--- src/rtl/wb_arbiter.sv ---
// wb_arbiter: round-robin arbiter sharing one register-file write port among
// three writeback requesters (0=ALU, 1=LSU, 2=MDU).
//
// Ports:
//   clk, rst      clock; asynchronous active-high reset
//   req_valid[3]  per-requester writeback valid
//   req_rd[15]    per-requester destination index, requester i at [5i+4:5i]
//   req_data      per-requester write data, requester i at [DATA_W*i +: DATA_W]
//   req_ready[3]  combinational one-hot grant (zero when nothing is valid)
//   wr_en/rd/rd_value  registered register-file write, one cycle after accept
//   stall_cycles  cycles in which some valid requester was not granted
//
// Build option: define WBARB_PERF_EN to include the stall_cycles counter;
// without it stall_cycles is tied to zero and no counter exists.
module wb_arbiter #(
  parameter int DATA_W = 32
) (
  input  logic                  clk,
  input  logic                  rst,
  input  logic [2:0]            req_valid,
  input  logic [14:0]           req_rd,
  input  logic [3*DATA_W-1:0]   req_data,
  output logic [2:0]            req_ready,
  output logic                  wr_en,
  output logic [4:0]            rd,
  output logic [DATA_W-1:0]     rd_value,
  output logic [31:0]           stall_cycles
);

  localparam int NUM_REQ = 3;

  logic [NUM_REQ-1:0][4:0]        rd_arr;
  logic [NUM_REQ-1:0][DATA_W-1:0] data_arr;

  for (genvar i = 0; i < NUM_REQ; i++) begin : g_unpack
    assign rd_arr[i]   = req_rd[5*i +: 5];
    assign data_arr[i] = req_data[DATA_W*i +: DATA_W];
  end

  logic [1:0] ptr;
  logic [1:0] cand;
  logic [1:0] gnt_idx;
  logic       gnt_any;
  logic [2:0] gnt_oh;

  // Walk ptr, ptr+1, ptr+2 (mod 3); first valid requester wins.
  always_comb begin
    gnt_any = 1'b0;
    gnt_idx = ptr;
    cand    = ptr;
    for (int k = 0; k < NUM_REQ; k++) begin
      if (!gnt_any && req_valid[cand]) begin
        gnt_any = 1'b1;
        gnt_idx = cand;
      end
      cand = (cand == 2'd2) ? 2'd0 : cand + 2'd1;
    end
  end

  assign gnt_oh    = gnt_any ? (3'b001 << gnt_idx) : 3'b000;
  // Reset is asynchronous, so the grant is masked combinationally as well.
  assign req_ready = rst ? 3'b000 : gnt_oh;

  always_ff @(posedge clk or posedge rst) begin
    if (rst) begin
      ptr      <= 2'd0;
      wr_en    <= 1'b0;
      rd       <= '0;
      rd_value <= '0;
    end else begin
      // x0 writes are accepted and rotate the pointer but never reach the RF.
      wr_en <= gnt_any && (rd_arr[gnt_idx] != 5'd0);
      if (gnt_any) begin
        ptr      <= (gnt_idx == 2'd2) ? 2'd0 : gnt_idx + 2'd1;
        rd       <= rd_arr[gnt_idx];
        rd_value <= data_arr[gnt_idx];
      end
    end
  end

`ifdef WBARB_PERF_EN
  // One increment per cycle no matter how many requesters are left waiting.
  logic stall_now;
  assign stall_now = |(req_valid & ~gnt_oh);

  always_ff @(posedge clk or posedge rst) begin
    if (rst)            stall_cycles <= '0;
    else if (stall_now) stall_cycles <= stall_cycles + 32'd1;
  end
`else
  assign stall_cycles = '0;
`endif

endmodule

--- config.mk ---
export PLATFORM = sky130hd
export DESIGN_NAME = wb_arbiter
export DESIGN_NICKNAME = d
export VERILOG_FILES = /design/src/rtl/wb_arbiter.sv
export SDC_FILE = /design/constraint.sdc
export NUM_CORES = 1
export LEC_CHECK = 0
export CORE_ASPECT_RATIO = 0.7
export CORE_MARGIN = 2
export CORE_UTILIZATION = 35
export DETAILED_ROUTE_END_ITERATION = 7
export PLACE_DENSITY = 0.83
export SLEW_MARGIN = 25
export SYNTH_ARGS = -nofsm -noshare
export SYNTH_HDL_FRONTEND = slang
export SYNTH_SLANG_ARGS = --single-unit
--- constraint.sdc ---
create_clock -name clk -period 2.7 [get_ports clk]
set_clock_uncertainty 0.15 [all_clocks]
set_input_delay 0.27 -clock clk [delete_from_list [all_inputs] [get_ports clk]]
set_output_delay 0.27 -clock clk [all_outputs]
set_load 0.005 [all_outputs]
* Word level (Yosys, flattened, before mapping)
Index checks and enable logic that the tools add are counted.
Widths: inputs -> output; s select.
** Operators by class
- $mul :: 0
- Eq/ne operators :: 3
- Bitwise operators :: 0
- Magnitude comparators :: 4
- Muxes and demuxes :: 20
- Add/subtract/negate cells :: 3
- Shift operators :: 1
- Divide/modulo/power cells :: 0
- Reduce and logical (&&, ||, !) cells :: 6
** Operators by type and width (count)
- $bmux 32 s2 :: 1
- $mux 32 :: 1
- $lt 2x3->1 const B :: 4
- $bmux 5 s2 :: 1
- $mux 2 :: 5
- $add 2x1->2 const B :: 3
- $bmux 1 s2 :: 3
- $eq 2x2->1 const B :: 3
- $mux 1 :: 6
- $mux 3 :: 2
- $mux 5 :: 1
- $reduce_bool 5->1 :: 1
- $logic_and 1x1->1 :: 3
- $shl 1x2->3 const A :: 1
- $logic_not 1->1 :: 2
** Word-level totals
- Output and inout port bits :: 73
- Bits in latches :: 0
- ROM bits :: 0
- Register bits after elaboration :: 40
- RAM bits :: 0
- Word-level logic and storage cells :: 41
- Memories :: 0

* Depth between registers and ports, before layout
Gate-level depths: netlist (run 1).
- Depth in word-level cells :: 13
- Gate-level depth with buffers :: 8
- Mapped depth without buffers :: 6

* Worst setup path before layout (run 1)
Ideal clock, no wire load.
- Kind :: input-to-output
- Start point :: input port rst
- End point :: output port req_ready[1]
- Data arrival time :: 1.430 ns
- Stages :: 2
- Path slack :: 0.850 ns
- Path buffers :: 0
- Cells stage by stage :: inv_1 -> and3_1
** Between the ends
- Cells in the longest elaborated chain, start to end :: 1
** Ends and longest elaborated chain
- from (decl) :: line 19 : input logic rst,
- $mux 3 :: line 62 : assign req_ready = rst ? 3'b000 : gnt_oh;
- to (decl) :: line 23 : output logic [2:0] req_ready,
No other way between the ends.

* Final worst setup path (run 1)
- Start point :: register ptr[1]
- End point :: output port req_ready[2]
** Between the ends
- Cells in the longest elaborated chain, start to end :: 12
- Elaborated cells on any way between the ends :: 24
** Ends and longest elaborated chain
- from (decl) :: line 40 : logic [1:0] ptr;
- from (signal assigned) :: line 74 : ptr <= (gnt_idx == 2'd2) ? 2'd0 : gnt_idx + 2'd1;
- branches (longest 10 deep; another with $add 2x1->2)
- $mux 3 * :: line 60 : assign gnt_oh = gnt_any ? (3'b001 << gnt_idx) : 3'b000;
- $mux 3 * :: line 62
Mark *: on every way between the ends. The select of a mux whose other input is x is not followed.

==> reports/results.ini, run 1 <==
[detailed_routing]
vias = 2402
drt-met1-wl_um = 2930
top_layer_used = met4
antenna_left = 0
route.detailed.vias_per_inst = 5.17
drtIter0Drc = 108
drc = 0
wl_um = 7270
routedWlPerCell_um = 15.6
dr.pass1.iters = 6
dr_wl_met2_um = 3550
wl_met3_um = 678

[setup_path]
ff2ff_setup_slack_ns = 0.46
r2r-start = ptr[0]$_DFFE_PP0N_
end_kind = output port
worstPathArrival_ns = 2.08
critical_path_required_ns = 2.28
critPathKind = reg2out
rr_worst_depth = 7
reg2reg_to = wr_en$_DFF_PP0_
worst-path-max-fanout = 13
critPathLaunchType = flip-flop

[clock_tree]
cts_root_buf = clkbuf_8
clockBufferDepth = 2
cts_num_sinks = 40
numCtsBuffers = 5
clk_latency_ns = 0.28
cts_hold_buf = 0
clk_pin_slew_ns = 0.07
htreeDepth = 2
cts_tree = built

[yosys]
synth_top_flop_cell = dfrtp_1
synthesis.area_um2 = 2280
synthArstFlopShare_pct = 100
synth.distinct_cells = 26
synth_seq_cells = 40
ys_warn_count = 0
synth_edf_count = 0
synth.area.top_cells = dfrtp_1, a22oi_1, buf_4
postSynthAreaPerCell_um2 = 9.67
synth_top_area_share_pct = 43.9
seq_area_frac_synth_pct = 43.9
yosys.area.top_type = dfrtp_1
syn_inst = 236

[cells_and_area]
fillers = 532
area_growth_pct = 71.9
regArea_um2 = 1000
final_cell_area_um2 = 3920
layout_commonest_cell = clkdlybuf4s50_1
layout_common_cells = clkdlybuf4s50_1, a22oi_1, dfrtp_1, o21ai_0, conb_1
nets = 503
multi_input_area_um2 = 1060
diodes = 0
drive_above_1_share_pct = 5.94

[timing]
setup_viol = 0
period_minus_slack_ns = 2.50
finalHoldViolCount = 0
holdWs_ns = 0.275
finalSetupTns_ns = 0
fmax_mhz = 401
setup_ws_ns = 0.203
rsz0062_at_grt = no
fin_crit_sh_pct = 92.5
report.final.slew_viol_count = 0

[global_routing]
grt_max_degree = 69
antenna_found_initial = 0
grt_pass1_wl_um = 11200
grt_usage_pct = 19.9
grt_pass1_vias = 2317
overflow = 0

[pwr]
ir_drop_uv = 254
clockPowerShare_pct = 18.1
p_comb_share_pct = 44.2
p_leak_uw = 0.00160
p_sw_share_pct = 30.7
p_int_uw = 1600
power_density_nw_per_um2 = 588
pwr-share-seq_pct = 37.8
power.switching_uw = 708

[floorplan]
rows = 24
io_pins = 189
die_h_um = 71.6
fp.dieW_um = 101
start_util_pct = 36.4
coreArea_um2 = 6280
die-area_um2 = 7190

[placed_design]
dpl_worst_slack_ns = 0.0627
place_area_um2 = 3820
gp_congestion = 0.838
portBuffers = 156
dpl.hpwl_um = 5690

[flow_run]
maxCapViolations = 0

[min_path]
hp-class = in2async

[run_status]
status = completed

worst max path at each step:
stage	from	to	slack [ns]	depth (start not counted)
CTS	ptr[1]$_DFFE_PP0N_	req_ready[1]	0.08	4
global placement	req_valid[2]	req_ready[2]	0.17	5
floorplan	rst	req_ready[1]	0.85	2
detailed placement	req_valid[2]	wr_en$_DFF_PP0_	0.06	8
global route	ptr[0]$_DFFE_PP0N_	req_ready[1]	0.1	4
finish	ptr[1]$_DFFE_PP0N_	req_ready[2]	0.20	4
Yosys cell counts, types with 2 or more instances:
| cell type | n |
|---|---|
| a31oi_1 | 2 |
| nor2_1 | 12 |
| buf_4 | 37 |
| buf_2 | 6 |
| a21oi_1 | 8 |
| o21ai_0 | 32 |
| and3_1 | 3 |
| a222oi_1 | 5 |
| buf_6 | 2 |
| inv_1 | 4 |
| dfrtp_1 | 40 |
| a22oi_1 | 64 |
| clkbuf_1 | 8 |
cell type report:
| cell class | instances | area share, % |
|---|---|---|
| Multi-Input combinational cell | 170 | 27.0 |
| Timing Repair Buffer | 166 | 42.1 |
| Tap cell | 78 | 2.49 |
| Sequential cell | 40 | 25.5 |
| Clock buffer | 7 | 2.46 |
| Inverter | 4 | 0.383 |
worst max-delay path: stages (launching register included):
cell             delay [ns]
dfrtp_2                0.48
nand2_1                0.16
a211o_1                0.49
and3_1                 0.23
clkdlybuf4s50_1        0.44
registers in the layout (all words and copies together), names as in the netlist:
signal	cells
wr_en	1
rd	5
ptr	2
rd_value	32
metal layers:
| layer | global-route usage [%] | vias to the layer above |
|---|---|---|
| li1 | - | 1139 |
| met1 | 24.0 | 1122 |
| met2 | 34.5 | 131 |
| met3 | 6.63 | 10 |
| met4 | 5.33 | 0 |
| met5 | 0 | - |
per-stage QoR:
stage / std cells / utilization, % / total power (µW)
5_1_grt: 465 / 62.5 / 2470
2_1_floorplan: 267 / - / 1310
6_report: 465 / 62.5 / 2310
3_5_place_dp: 458 / 60.9 / 1910
4_1_cts: 465 / 62.5 / 2330
3_3_place_gp: 458 / 60.9 / 1880
logic make-up (layout without fill, tap and decap cells):
group / Yosys count / in the layout / synth area share [%]
AOI/OAI and AO/OA: 118 / 118 / 35.4
buffers and inverters: 57 / 177 / 16.4
DFF: 40 / 40 / 43.9
other: 1 / 32 / 0.164
and+or+nand+nor: 20 / 20 / 4.11
power by group through the flow:
stage,sequential [µW],clock [µW],combinational [µW]
final,872,417,1020
after global routing,898,453,1120
after CTS,872,431,1030
after detailed placement,881,0,1030
after global placement,875,0,1000
after floorplan,876,0,433
timing repair:
action	CTS	global route
setup endpoints to repair	0	2
gates resized for setup	0	2
buffers inserted	0	0
Power figures use the tool's default switching activity.
==> run 2, diff against run 1 <==
--- a/config.mk
+++ b/config.mk
@@ -6,7 +6,7 @@
 export NUM_CORES = 1
 export LEC_CHECK = 0
 export CORE_ASPECT_RATIO = 0.7
-export CORE_MARGIN = 2
+export CORE_MARGIN = 3
 export CORE_UTILIZATION = 35
 export DETAILED_ROUTE_END_ITERATION = 7
 export PLACE_DENSITY = 0.83
==> reports/results.ini, run 2 (synthesis results as in run 1) <==
[timing]
report.final.slew_viol_count = 0
setup_ws_ns = 0.136
finalSetupTns_ns = 0
setup_viol = 0
fin_crit_sh_pct = 95.0
finalHoldViolCount = 0
rsz0062_at_grt = no
fmax_mhz = 390
period_minus_slack_ns = 2.56

[floorplan]
fp.dieW_um = 103
die_h_um = 73.6
rows = 23
coreArea_um2 = 6010
die-area_um2 = 7540
io_pins = 189
start_util_pct = 37.9

[setup_path]
rr_worst_depth = 7
critPathLaunchType = input pin
crit_top_cell = clkdlybuf4s50_1
crit_cells = 6
critPathKind = in2out
ff2ff_setup_slack_ns = 0.58
critical_path_required_ns = 2.28
end_kind = output port
cp_num_buf_inv = 2
path_cells = clkdlybuf4s50_1, nor2_1, o211ai_1, o41ai_4, and3_1, clkdlybuf4s50_1
cp_slowest_cell = clkdlybuf4s50_1
reg2reg_to = wr_en$_DFF_PP0_
worstPathArrival_ns = 2.14
slowest_delay_ns = 0.66
critPathTopFamily = buffers and inverters
r2r-start = ptr[1]$_DFFE_PP0N_
worst-path-max-fanout = 8

[cells_and_area]
regMostFlops = rd_value
layout_common_cells = clkdlybuf4s50_1, a22oi_1, dfrtp_1, o21ai_0, conb_1
nets = 504
diodes = 0
drive_above_1_share_pct = 6.19
largest_register_ffs = 32
area_growth_pct = 70.6
post-route-util_pct = 64.7
layout_commonest_cell = clkdlybuf4s50_1
reg_top3 = rd_value x32, rd x5, ptr x2

[detailed_routing]
top_layer_used = met4
antenna_left = 0
drt-met1-wl_um = 3070
dr.pass1.iters = 5
vias = 2416
drtIter0Drc = 87
route.detailed.vias_per_inst = 5.22
wl_met3_um = 854
dr_wl_met2_um = 3860
drc = 0
wl_um = 7850
routedWlPerCell_um = 17.0

[clock_tree]
numCtsBuffers = 5
cts_root_buf = clkbuf_8
clk_latency_ns = 0.28
clk_pin_slew_ns = 0.07
cts_setup_buffers = 0
cts_tree = built
cts_hold_buf = 0
cts_resized = 0
clockBufferDepth = 2
cts_num_sinks = 40
htreeDepth = 2

[global_routing]
grt_pass1_vias = 2403
grt_usage_pct = 20.1
grt_pass1_wl_um = 11800
antenna_found_initial = 0
grt_max_degree = 40
overflow = 0

[pwr]
pwr-share-seq_pct = 38.6
clockPowerShare_pct = 16.2
p_comb_share_pct = 45.2
p_sw_share_pct = 31.6
p_int_uw = 1550
power.switching_uw = 716
p_leak_uw = 0.00159
power_density_nw_per_um2 = 581
total_power_uw = 2260
ir_drop_uv = 264

[placed_design]
portBuffers = 156
gp_congestion = 0.794
dpl.hpwl_um = 6180
dpl_worst_slack_ns = 0.0248

[min_path]
hp-class = in2async

[flow_run]
maxCapViolations = 0

[run_status]
status = completed

[run 2: worst register-to-register path, stage by stage, from the launching register on]
cell and delay [ns]:
dfrtp_2 0.48, and3b_1 0.21, a31oi_1 0.22, o31ai_4 0.13, buf_4 0.20, a222oi_1 0.28
and3_1 0.22, a31oi_1 0.08
[run 2: worst max-delay path by stage]
stage,startpoint,end,slack [ns]
after global placement,req_valid[1],wr_en$_DFF_PP0_,0.15
after CTS,ptr[1]$_DFFE_PP0N_,req_ready[2],0.09
after detailed placement,req_valid[1],wr_en$_DFF_PP0_,0.02
final,req_valid[1],req_ready[2],0.14
after global routing,req_valid[1],req_ready[2],0.02
after floorplan,rst,req_ready[1],0.85
[run 2: per-layer routing]
layer	global-route usage, %	up-vias
li1	-	1140
met2	34.3	124
met1	24.9	1144
met4	3.49	0
met3	7.02	8
met5	0	-
[run 2: power groups by stage]
| stage | Combinational, µW | Sequential, µW | Clock (µW) |
|---|---|---|---|
| floorplan | 433 | 876 | 0 |
| global placement | 1010 | 879 | 0 |
| detailed placement | 1030 | 883 | 0 |
| CTS | 1040 | 875 | 381 |
| global route | 1120 | 896 | 408 |
| finish | 1020 | 874 | 367 |
[run 2: layout make-up]
| cell class | instances | area [µm²] |
|---|---|---|
| inverters | 4 | 15.0 |
| clock buffers | 6 | 72.6 |
| flip-flops and latches | 40 | 1000 |
| well taps | 75 | 93.8 |
| clock inverters | 1 | 5.00 |
| multi-input cells | 170 | 1060 |
| repair buffers | 167 | 1640 |
| fillers | 491 | 2120 |
[run 2: through the flow]
step                      area [µm²]  hold slack, ns  cells
after floorplan                 2400           0.259    267
after global placement          3810           0.347    456
after detailed placement        3810           0.354    456
after CTS                       3890          0.0460    463
after global routing            3890          0.0694    463
final                           3890          0.0588    463
